==> src/rtl/reg_file_param.sv <==
// ---------------------------------------------------------------------------
// reg_file_param
//
// Parameterised register file with two combinational read ports, one write
// port, same-cycle write-to-read bypass and a clear sequencer that zeroes the
// storage registers one per clock.
//
// Register 0 is hard-wired to zero and ignores writes; registers
// 1..DEPTH-1 hold WIDTH bits each.
//
// Ports
//   clock     in   1      single clock, all state updates on rising edge
//   reset     in   1      synchronous, active-high reset
//   rr1       in   AW     read-port-1 address
//   rr2       in   AW     read-port-2 address
//   wr        in   AW     write address
//   wd        in   WIDTH  write data
//   regwrite  in   1      write enable
//   clear     in   1      start the clear sequencer
//   rd1       out  WIDTH  read-port-1 data
//   rd2       out  WIDTH  read-port-2 data
//   busy      out  1      high while the clear sequencer runs
// ---------------------------------------------------------------------------
module reg_file_param #(
    parameter int WIDTH = 16,
    parameter int DEPTH = 4,
    parameter int AW    = 2
) (
    input  logic             clock,
    input  logic             reset,
    input  logic [AW-1:0]    rr1,
    input  logic [AW-1:0]    rr2,
    input  logic [AW-1:0]    wr,
    input  logic [WIDTH-1:0] wd,
    input  logic             regwrite,
    input  logic             clear,
    output logic [WIDTH-1:0] rd1,
    output logic [WIDTH-1:0] rd2,
    output logic             busy
);

    // Two-bit encoding so the unused codes exist and are explicitly steered
    // back to IDLE by the next-state logic.
    typedef enum logic [1:0] {
        IDLE  = 2'b00,
        CLEAR = 2'b01
    } state_t;

    localparam logic [AW-1:0] LAST_ADDR = AW'(DEPTH - 1);
    localparam logic [AW-1:0] FIRST_ADDR = AW'(1);

    state_t           state;
    state_t           state_next;
    logic [AW-1:0]    ptr;
    logic [AW-1:0]    ptr_next;
    logic             in_clear;
    logic             write_en;

    // Storage for registers 1..DEPTH-1 only; register 0 has no flops.
    logic [WIDTH-1:0] regs [1:DEPTH-1];

    assign in_clear = (state == CLEAR);
    assign busy     = in_clear;

    // A write is accepted only from IDLE and never to register 0. The same
    // qualified enable drives the bypass, so a forwarded value is always one
    // that actually commits at the coming edge.
    assign write_en = regwrite && (state == IDLE) && (wr != '0);

    // Clear sequencer next-state logic. ptr starts at 1 because register 0
    // has nothing to clear; the sequence ends on the edge that zeroes the
    // last register, after which ptr simply wraps modulo 2^AW.
    always_comb begin
        state_next = state;
        ptr_next   = ptr;
        case (state)
            IDLE: begin
                if (clear) begin
                    state_next = CLEAR;
                    ptr_next   = FIRST_ADDR;
                end
            end
            CLEAR: begin
                ptr_next = ptr + FIRST_ADDR;
                if (ptr == LAST_ADDR) begin
                    state_next = IDLE;
                end
            end
            default: begin
                state_next = IDLE;
                ptr_next   = '0;
            end
        endcase
    end

    // State, pointer and storage update. Reset overrides everything,
    // including a sequence already in progress. In CLEAR the write enable is
    // already low, so the clear and write paths never collide.
    always_ff @(posedge clock) begin
        if (reset) begin
            state <= IDLE;
            ptr   <= '0;
            for (int i = 1; i < DEPTH; i++) begin
                regs[i] <= '0;
            end
        end else begin
            state <= state_next;
            ptr   <= ptr_next;
            for (int i = 1; i < DEPTH; i++) begin
                if (in_clear && (ptr == AW'(i))) begin
                    regs[i] <= '0;
                end else if (write_en && (wr == AW'(i))) begin
                    regs[i] <= wd;
                end
            end
        end
    end

    // Read port 1: address 0 falls through to the zero default, then the
    // bypass overrides the stored value when the write targets this address.
    always_comb begin
        rd1 = '0;
        for (int i = 1; i < DEPTH; i++) begin
            if (rr1 == AW'(i)) begin
                rd1 = regs[i];
            end
        end
        if (write_en && (rr1 == wr)) begin
            rd1 = wd;
        end
    end

    // Read port 2, identical structure to port 1.
    always_comb begin
        rd2 = '0;
        for (int i = 1; i < DEPTH; i++) begin
            if (rr2 == AW'(i)) begin
                rd2 = regs[i];
            end
        end
        if (write_en && (rr2 == wr)) begin
            rd2 = wd;
        end
    end

endmodule

==> config.mk <==
export PLATFORM = sky130hd
export DESIGN_NAME = reg_file_param
export DESIGN_NICKNAME = d
export VERILOG_FILES = /design/src/rtl/reg_file_param.sv
export SDC_FILE = /design/constraint.sdc
export NUM_CORES = 1
export LEC_CHECK = 0
export ABC_AREA = 1
export CAP_MARGIN = 20
export CORE_UTILIZATION = 30
export DETAILED_ROUTE_END_ITERATION = 10
export SYNTH_ARGS = -nofsm -noshare
export SYNTH_HDL_FRONTEND = slang
export SYNTH_SLANG_ARGS = --single-unit
==> constraint.sdc <==
create_clock -name clock -period 2.3 [get_ports clock]
set_input_delay 0.46 -clock clock [delete_from_list [all_inputs] [get_ports clock]]
set_output_delay 0.46 -clock clock [all_outputs]
set_load 0.02 [all_outputs]
== Word-level counts from Yosys, hierarchy flattened ==
Memory sizes are Yosys's and may differ from the RTL's.
Index checks and enable logic that the tools add are counted.

* Input port bits: 26
* Latch bits: 0
* Bits in writable memories: 48
* Output and inout bits: 33
* Memories kept: 1
* Word-level logic and storage cells: 81
* ROM bits: 0
* Register bits: 4

* Divide/modulo/power cells: 0
* Multipliers: 0
* Reductions and logical operators: 13
* Eq/ne operators: 17
* Mux-type cells: 41
* Shift operators: 0
* Bitwise gates (word level): 6
* Add/sub/neg operators: 1
* Magnitude comparators: 0

{| class="wikitable"
|+ Memory list
! memory !! depth !! bits a word !! read ports !! clocked after memory_dff !! write ports !! RTL line !! text
|-
| regs || 3 || 16 || 3 || 0 || 3 || 60 || <nowiki>logic [WIDTH-1:0] regs [1:DEPTH-1];</nowiki>
|}

{| class="wikitable"
|+ Operator list
! operator !! count
|-
| 2-to-1 mux 16 bit || 14
|-
| 2-to-1 mux 1 bit || 23
|-
| == test 2 bit (second input constant) || 8
|-
| == test 2 x 1 -> 1 bit (second input constant) || 5
|-
| logical AND 1 bit || 10
|-
| one-hot mux 2 bit (2 select lines) || 2
|-
| bitwise OR 1 bit || 6
|-
| == test 2 bit || 2
|-
| 2-to-1 mux 2 bit || 2
|-
| adder 2 x 1 -> 2 bit (second input constant) || 1
|-
| zero test 2 bit || 1
|-
| inequality test 2 x 1 -> 1 bit (second input constant) || 1
|-
| inequality test 2 bit (second input constant) || 1
|-
| AND reduction 2 bit || 1
|-
| nonzero test 2 bit || 1
|}

== Longest topological paths before layout ==
Gate-level depths: netlist (run 1).

* Depth in word-level cells: 9
* Mapped depth: 7
* Mapped depth without buffers: 6

== Worst setup path after synthesis (run 1) ==
Ideal clock, no wire load.

* Path type: in2reg
* Start: input port wr[1]
* End: register, netlist name regs[0][16]
* Stages: 6
* Setup time: 0.372 ns
* Required time: 1.928 ns
* Arrival: 1.566 ns
* Setup slack: 0.363 ns
* Path buffers: 2
* Cell sequence: buf_6 -> nor2_2 -> nor2_8 -> nand3_2 -> buf_2 -> nand2_1

{| class="wikitable"
|+ RTL lines
! element !! RTL line !! text
|-
| start, declared || 33 || <nowiki>input logic [AW-1:0] wr,</nowiki>
|}

== Worst setup path after layout (run 1) ==
* Start: input port rr1[1]
* End: output port rd1[2]

* Cells in the longest elaborated chain, start to end: 5
* Elaborated cells between the ends (all ways): 9
* Those cells by class: eq/ne (4); mux (4); reduce/logical (1)

{| class="wikitable"
|+ RTL lines
! element !! RTL line !! text
|-
| start, declared || 31 || <nowiki>input logic [AW-1:0] rr1,</nowiki>
|-
| == test 2 x 1 -> 1 bit || 124 || <nowiki>if (rr1 == AW'(i)) begin</nowiki>
|-
| 2-to-1 mux 16 bit (3 in a row) || 124 ||
|-
| 2-to-1 mux 16 bit * || 128 || <nowiki>if (write_en && (rr1 == wr)) begin</nowiki>
|-
| end, declared || 37 || <nowiki>output logic [WIDTH-1:0] rd1,</nowiki>
|}

Mark *: on every way between the ends. The rest lies on a longest branch, timed or not.

==> results of run 1 <==
-- worst paths after layout --
kind	startpoint	endpoint	slack (ns)	cells after the start
max reg2reg	state[0]$_SDFFE_PP0P_	regs[0][29]$_SDFFCE_PN0P_	0.75	7
max	rr1[1]	rd1[2]	0.12	8
min	ptr[1]$_SDFFE_PP0P_	ptr[1]$_SDFFE_PP0P_	0.51	2
min reg2reg	ptr[1]$_SDFFE_PP0P_	ptr[1]$_SDFFE_PP0P_	0.51	2
-- tightest hold or removal path: stages (launching register included) --
cell	delay (ns)
dfxtp_1	0.34
nand2_1	0.07
a21oi_1	0.05
-- what timing repair did --
item / in CTS / in global routing
resized for setup: 144 / 11
setup buffers: 2 / 0
pin swaps: 4 / 3
setup endpoints to repair: 32 / 32
gates cloned: 1 / 0
-- layout by cell type (no fill, tap or decap), types with 5 or more instances in the layout --
| cell | Yosys | layout |
|---|---|---|
| nand3_1 | 32 | 32 |
| buf_2 | 12 | 29 |
| buf_12 | 0 | 10 |
| inv_1 | 28 | 28 |
| clkbuf_8 | 0 | 5 |
| nor2_1 | 54 | 53 |
| nand4_1 | 32 | 32 |
| a21oi_1 | 5 | 5 |
| buf_4 | 3 | 28 |
| edfxtp_1 | 48 | 48 |
| dlygate4sd2_1 | 0 | 6 |
| nand2_2 | 2 | 6 |
| buf_6 | 1 | 6 |
| nand2_1 | 171 | 167 |
| clkdlybuf4s50_1 | 0 | 19 |
-- logic make-up after synthesis --
logic type	after synthesis	share of synthesized area, %
flops	51	47.8
fa+ha+maj	3	1.20
compound gates	6	0.956
simple gates	300	42.3
buf+inv	47	6.69
xor+xnor	2	1.04
-- registers in the layout (all words and copies together), names as in the netlist --
name / flops
state: 1
ptr: 2
regs: 48
-- cell usage after synthesis --
cell type,number
edfxtp_1,48
ha_1,3
nand3_2,3
buf_6,1
nor2_8,1
or2_2,1
inv_1,28
nand2_2,2
buf_4,3
buf_2,12
dfxtp_1,3
nand4_4,2
xnor2_2,2
nor2_2,2
a21oi_1,5
nand2_1,171
nand3_1,32
clkbuf_1,3
o21ai_0,1
nor2_1,54
nand4_1,32
-- power breakdown --
part | total [mW] | switching [mW] | leakage [nW] | internal (mW)
Combinational | 0.593 | 0.363 | 1.42 | 0.230
Clock | 0.518 | 0.305 | 0.0418 | 0.213
Sequential | 1.09 | 0.0266 | 0.524 | 1.07
Total | 2.20 | 0.694 | 1.99 | 1.51
-- metal layers --
metal  GRT usage [%]  vias up  routed length (microns)
met5               0        -                        0
met4            7.35        0                      162
met3            2.94       14                      528
met2            33.6      109                     5120
met1            21.9     1470                     3880
li1                -     1518                        -
-- layout make-up --
class	instances	area [sq um]
fillers	1003	5740
repair buffers	99	878
multi-input cells	311	1480
clock inverters	3	20.0
inverters	28	105
clock buffers	5	68.8
flip-flops and latches	51	1500
well taps	133	166
==> summary.md, run 1 <==
| Metric | Value |
|---|---|
| Iter 0 DRT Violations | 180 |
| Post-synth top area share | 45.9% |
| Nets | 525 |
| Tmin final | 2.18 ns |
| Routed wire per std cell | 15.4 microns |
| Hold Vio Cnt, Final | 0 |
| Synth cell types | 21 |
| Pre-CTS setup slack | -0.579 ns |
| Hold crit path type | reg -> reg |
| DIE WIDTH | 104 microns |
| Boundary Pins | 59 |
| Crit path launch type | primary input |
| Worst slew margin | 77.4% |
| Non-Filler Instances | 630 |
| Global Route Usage Sum | 18.6% |
| Post-synth top area cell | edfxtp_1 |
| CTS max path bufs | 2 |
| RSZ-0062 raised after global routing | false |
| Min Hold Slack | 0.508 ns |
| CTS Buf Count | 5 |
| Pwr Total | 2.20 mW |
| Crit path cell chain | dlygate4sd2_1 > buf_4 > xnor2_4 > nand3_4 > buf_4 > nand2_1 > nand2_1 > buf_2 |
| Net Count, Synth | 438 |
| Via-to-Cell Ratio | 4.94 |
| Avg Inst Size Synth | 7.68 sq um |
| Core area | 0.00995 sq mm |
| DP HPWL | 6700 microns |
| Final WS setup | 0.123 ns |
| #FFs+latches synth | 51 |
| Total Routed Length | 9690 microns |
| Crit path DAT | 1.72 ns |
| Drt pass-1 iters | 5 |
| Overflow left after global routing | 0 |
| Max VDD drop | 259 uV |
| Largest net degree at the start of global routing | 17 |
| Port Buffers | 58 |
| Clock slew at reported path FFs | 0.09 ns |
| Clock Latency Late Sink | 0.31 ns |
| Final slew viol count | 0 |
| # rows | 36 |
| CTS root buf | clkbuf_8 |
| Setup TNS Final | 0 ns |
| Vias in the first global route | 3,195 |
| Final setup violation count | 0 |
| DR vias | 3,111 |
| Share of layout cells above drive strength 1 | 19.7% |
| Initial core utilization | 31.5% |
| Final setup skew | 0.00998 ns |
| H-tree Lvls | 2 |
| Slew @ Worst Pin | 0.339 ns |
| Gp weighted congestion | 0.803 |
| CTS tree | built |
| Status | complete, no violations |
| Area of the mapped netlist | 0.00314 sq mm |
| Antenna violations before repair | 0 |
| CP Class | in -> out |
| Post-DP Area | 0.00419 sq mm |
| Detailed-route DRC error count | 0 |
| Slowest cell on crit path | dlygate4sd2_1 |
| Largest delay share family, worst path | buffers and inverters |
| Worst EP required | 1.84 ns |
| Area grow syn2layout | 34.3% |
| CTS hold repair buffers | 0 |
| Dpl cells | 619 |
| CP Buf/Inv Count | 4 |
| Synth Warn # | 0 |
| ANT cells | 0 |
| Max FO, Critical Path | 5 |
| Die height | 104 microns |
| Routed Antenna Nets | 0 |
| Tcrit/Tclk final | 94.6% |
| Max incr delay on CP | 0.27 ns |
| Max_cap viols | 0 |
| Fin area | 0.00422 sq mm |
| Die area | 0.0109 sq mm |
| Synth Instances | 409 |
| First-pass GRT wire length | 15,900 microns |
| Total clock sinks | 51 |
| Post-layout util | 42.4% |
| Max frequency | 459 MHz |
| P per Cell Area | 523 mW/mm^2 |
| Top cells by area, synth | edfxtp_1 (46%), nand2_1 (20%), nor2_1 (6.5%), nand4_1 (6.4%), nand3_1 (5.1%) |
| Seq/Total Area, Yosys | 47.8% |
| Leakage | 1.99 nW |
| Setup crit end kind | primary output |
No activity file was read; power rests on OpenSTA's default activity.
==> run 2: changes to the inputs <==
- CTS_CLUSTER_SIZE: not set -> 8
- REMOVE_ABC_BUFFERS: not set -> 1
==> summary.md, run 2 (synthesis results as in run 1) <==
| Metric | Value |
|---|---|
| Status | complete, no violations |
| Final WS setup | 0.100 ns |
| Routed Antenna Nets | 0 |
| Gp weighted congestion | 0.740 |
| Port Buffers | 58 |
| Detailed-route DRC error count | 0 |
| Largest net degree at the start of global routing | 29 |
| H-tree Lvls | 2 |
| Hold Vio Cnt, Final | 0 |
| Worst EP required | 1.84 ns |
| Max reg flops | 48 |
| CTS Buf Count | 5 |
| Drt pass-1 iters | 5 |
| Max VDD drop | 245 uV |
| Crit path launch type | primary input |
| CTS tree | built |
| Tmin final | 2.20 ns |
| Leakage | 2.08 nW |
| CTS root buf | clkbuf_8 |
| Fin area | 0.00446 sq mm |
| Pre-CTS setup slack | -0.524 ns |
| Setup crit end kind | primary output |
| Max frequency | 455 MHz |
| Fillers | 980 |
| Die height | 104 microns |
| # rows | 36 |
| Total Routed Length | 10,600 microns |
| Iter 0 DRT Violations | 239 |
| Crit path DAT | 1.74 ns |
| Area grow syn2layout | 41.9% |
| Overflow left after global routing | 0 |
| Clock slew at reported path FFs | 0.09 ns |
| Worst slew margin | 77.3% |
| Final setup skew | 0.00608 ns |
| Dpl cells | 610 |
| Core area | 0.00995 sq mm |
| Vias in the first global route | 3,154 |
| RSZ-0062 raised after global routing | false |
| Post-DP Area | 0.00418 sq mm |
| First-pass GRT wire length | 15,800 microns |
| ANT cells | 0 |
| Routed wire per std cell | 16.9 microns |
| Non-Filler Instances | 629 |
| Final slew viol count | 0 |
| Initial core utilization | 31.5% |
| Post-layout util | 44.8% |
| DP HPWL | 6330 microns |
| CTS max path bufs | 2 |
| Commonest non-fill, non-tap cells in the layout | nand2_1 (169), nor2_1 (52), edfxtp_1 (48), nand3_1 (32), nand4_1 (32) |
| Boundary Pins | 59 |
| DIE WIDTH | 104 microns |
| Largest registers | regs x48, ptr x2, state x1 |
| Share of layout cells above drive strength 1 | 19.8% |
| Min Hold Slack | 0.533 ns |
| Antenna violations before repair | 0 |
| Setup TNS Final | 0 ns |
| Nets | 524 |
| Final setup violation count | 0 |
| Max_cap viols | 0 |
| Clock Latency Late Sink | 0.31 ns |
| Max FO, Critical Path | 8 |
| Register bank with the most flops | regs |
| Via-to-Cell Ratio | 5.03 |
| Tcrit/Tclk final | 95.6% |
| Pwr Total | 2.31 mW |
| Total clock sinks | 51 |
| CP Class | in -> out |
| Global Route Usage Sum | 18.7% |
| P per Cell Area | 518 mW/mm^2 |
| Hold crit path type | reg -> reg |
| Commonest non-fill, non-tap cell in the layout | nand2_1 |
| Die area | 0.0109 sq mm |
| DR vias | 3,165 |
| Slew @ Worst Pin | 0.341 ns |
run 2: cell types whose count changed in the layout (fill, tap and decap cells not counted), moves of 2 or more:
cell,previous run,this run
buf_4,28,20
nor2_4,0,2
buf_2,29,19
clkbuf_16,0,4
buf_6,6,13
nand2_2,6,4
bufbuf_16,0,2
nand2_1,167,169
buf_12,10,15
dlygate4sd2_1,6,4
run 2: final cells by class:
cell class              instances  area (sq um)  area share, %
well taps                     133           166           3.73
clock buffers                   5          68.8           1.54
flip-flops and latches         51          1500           33.7
clock inverters                 3          23.8          0.533
repair buffers                 98          1100           24.8
multi-input cells             311          1490           33.4
inverters                      28           105           2.36
run 2: worst max-delay path, stage by stage:
cell and delay [ns]:
dlygate4sd2_1 0.27, buf_4 0.15, nor2_4 0.13, bufbuf_16 0.30, nand2_1 0.06, nand3_1 0.08
nand2_1 0.07, nand2_1 0.06, buf_2 0.16
run 2: layer usage:
metal	vias up	GRT usage, %	part of all wire [%]
li1	1521	-	-
met1	1474	22.1	40
met2	152	33.3	51
met3	18	3.32	7.4
met4	0	7.04	1.7
met5	-	0	0
run 2: where the power goes:
part / switching (mW) / total, mW / internal, mW
Combinational: 0.386 / 0.674 / 0.289
Sequential: 0.0269 / 1.09 / 1.07
Clock: 0.320 / 0.540 / 0.220
Total: 0.733 / 2.31 / 1.58
run 2: what timing repair did:
item	CTS	global route
setup endpoints to repair	32	24
setup buffers	1	3
gates resized for setup	128	48
gates cloned	2	5
pin swaps	3	3
hold buffers	0	0
run 2: worst paths after layout:
kind,from,to,slack (ns),cells past startpoint
setup reg to reg,state[0]$_SDFFE_PP0P_,regs[0][61]$_SDFFCE_PN0P_,0.53,9
setup / recovery,rr2[0],rd2[10],0.10,9
hold / removal,ptr[0]$_SDFFE_PP0P_,ptr[0]$_SDFFE_PP0P_,0.53,2
hold reg to reg,ptr[0]$_SDFFE_PP0P_,ptr[0]$_SDFFE_PP0P_,0.53,2
==> run 3: changes to the inputs <==
- CAP_MARGIN: 20 -> not set
==> results of run 3 <==
No change in the layout: final DEF, timing and power equal those of run 2.
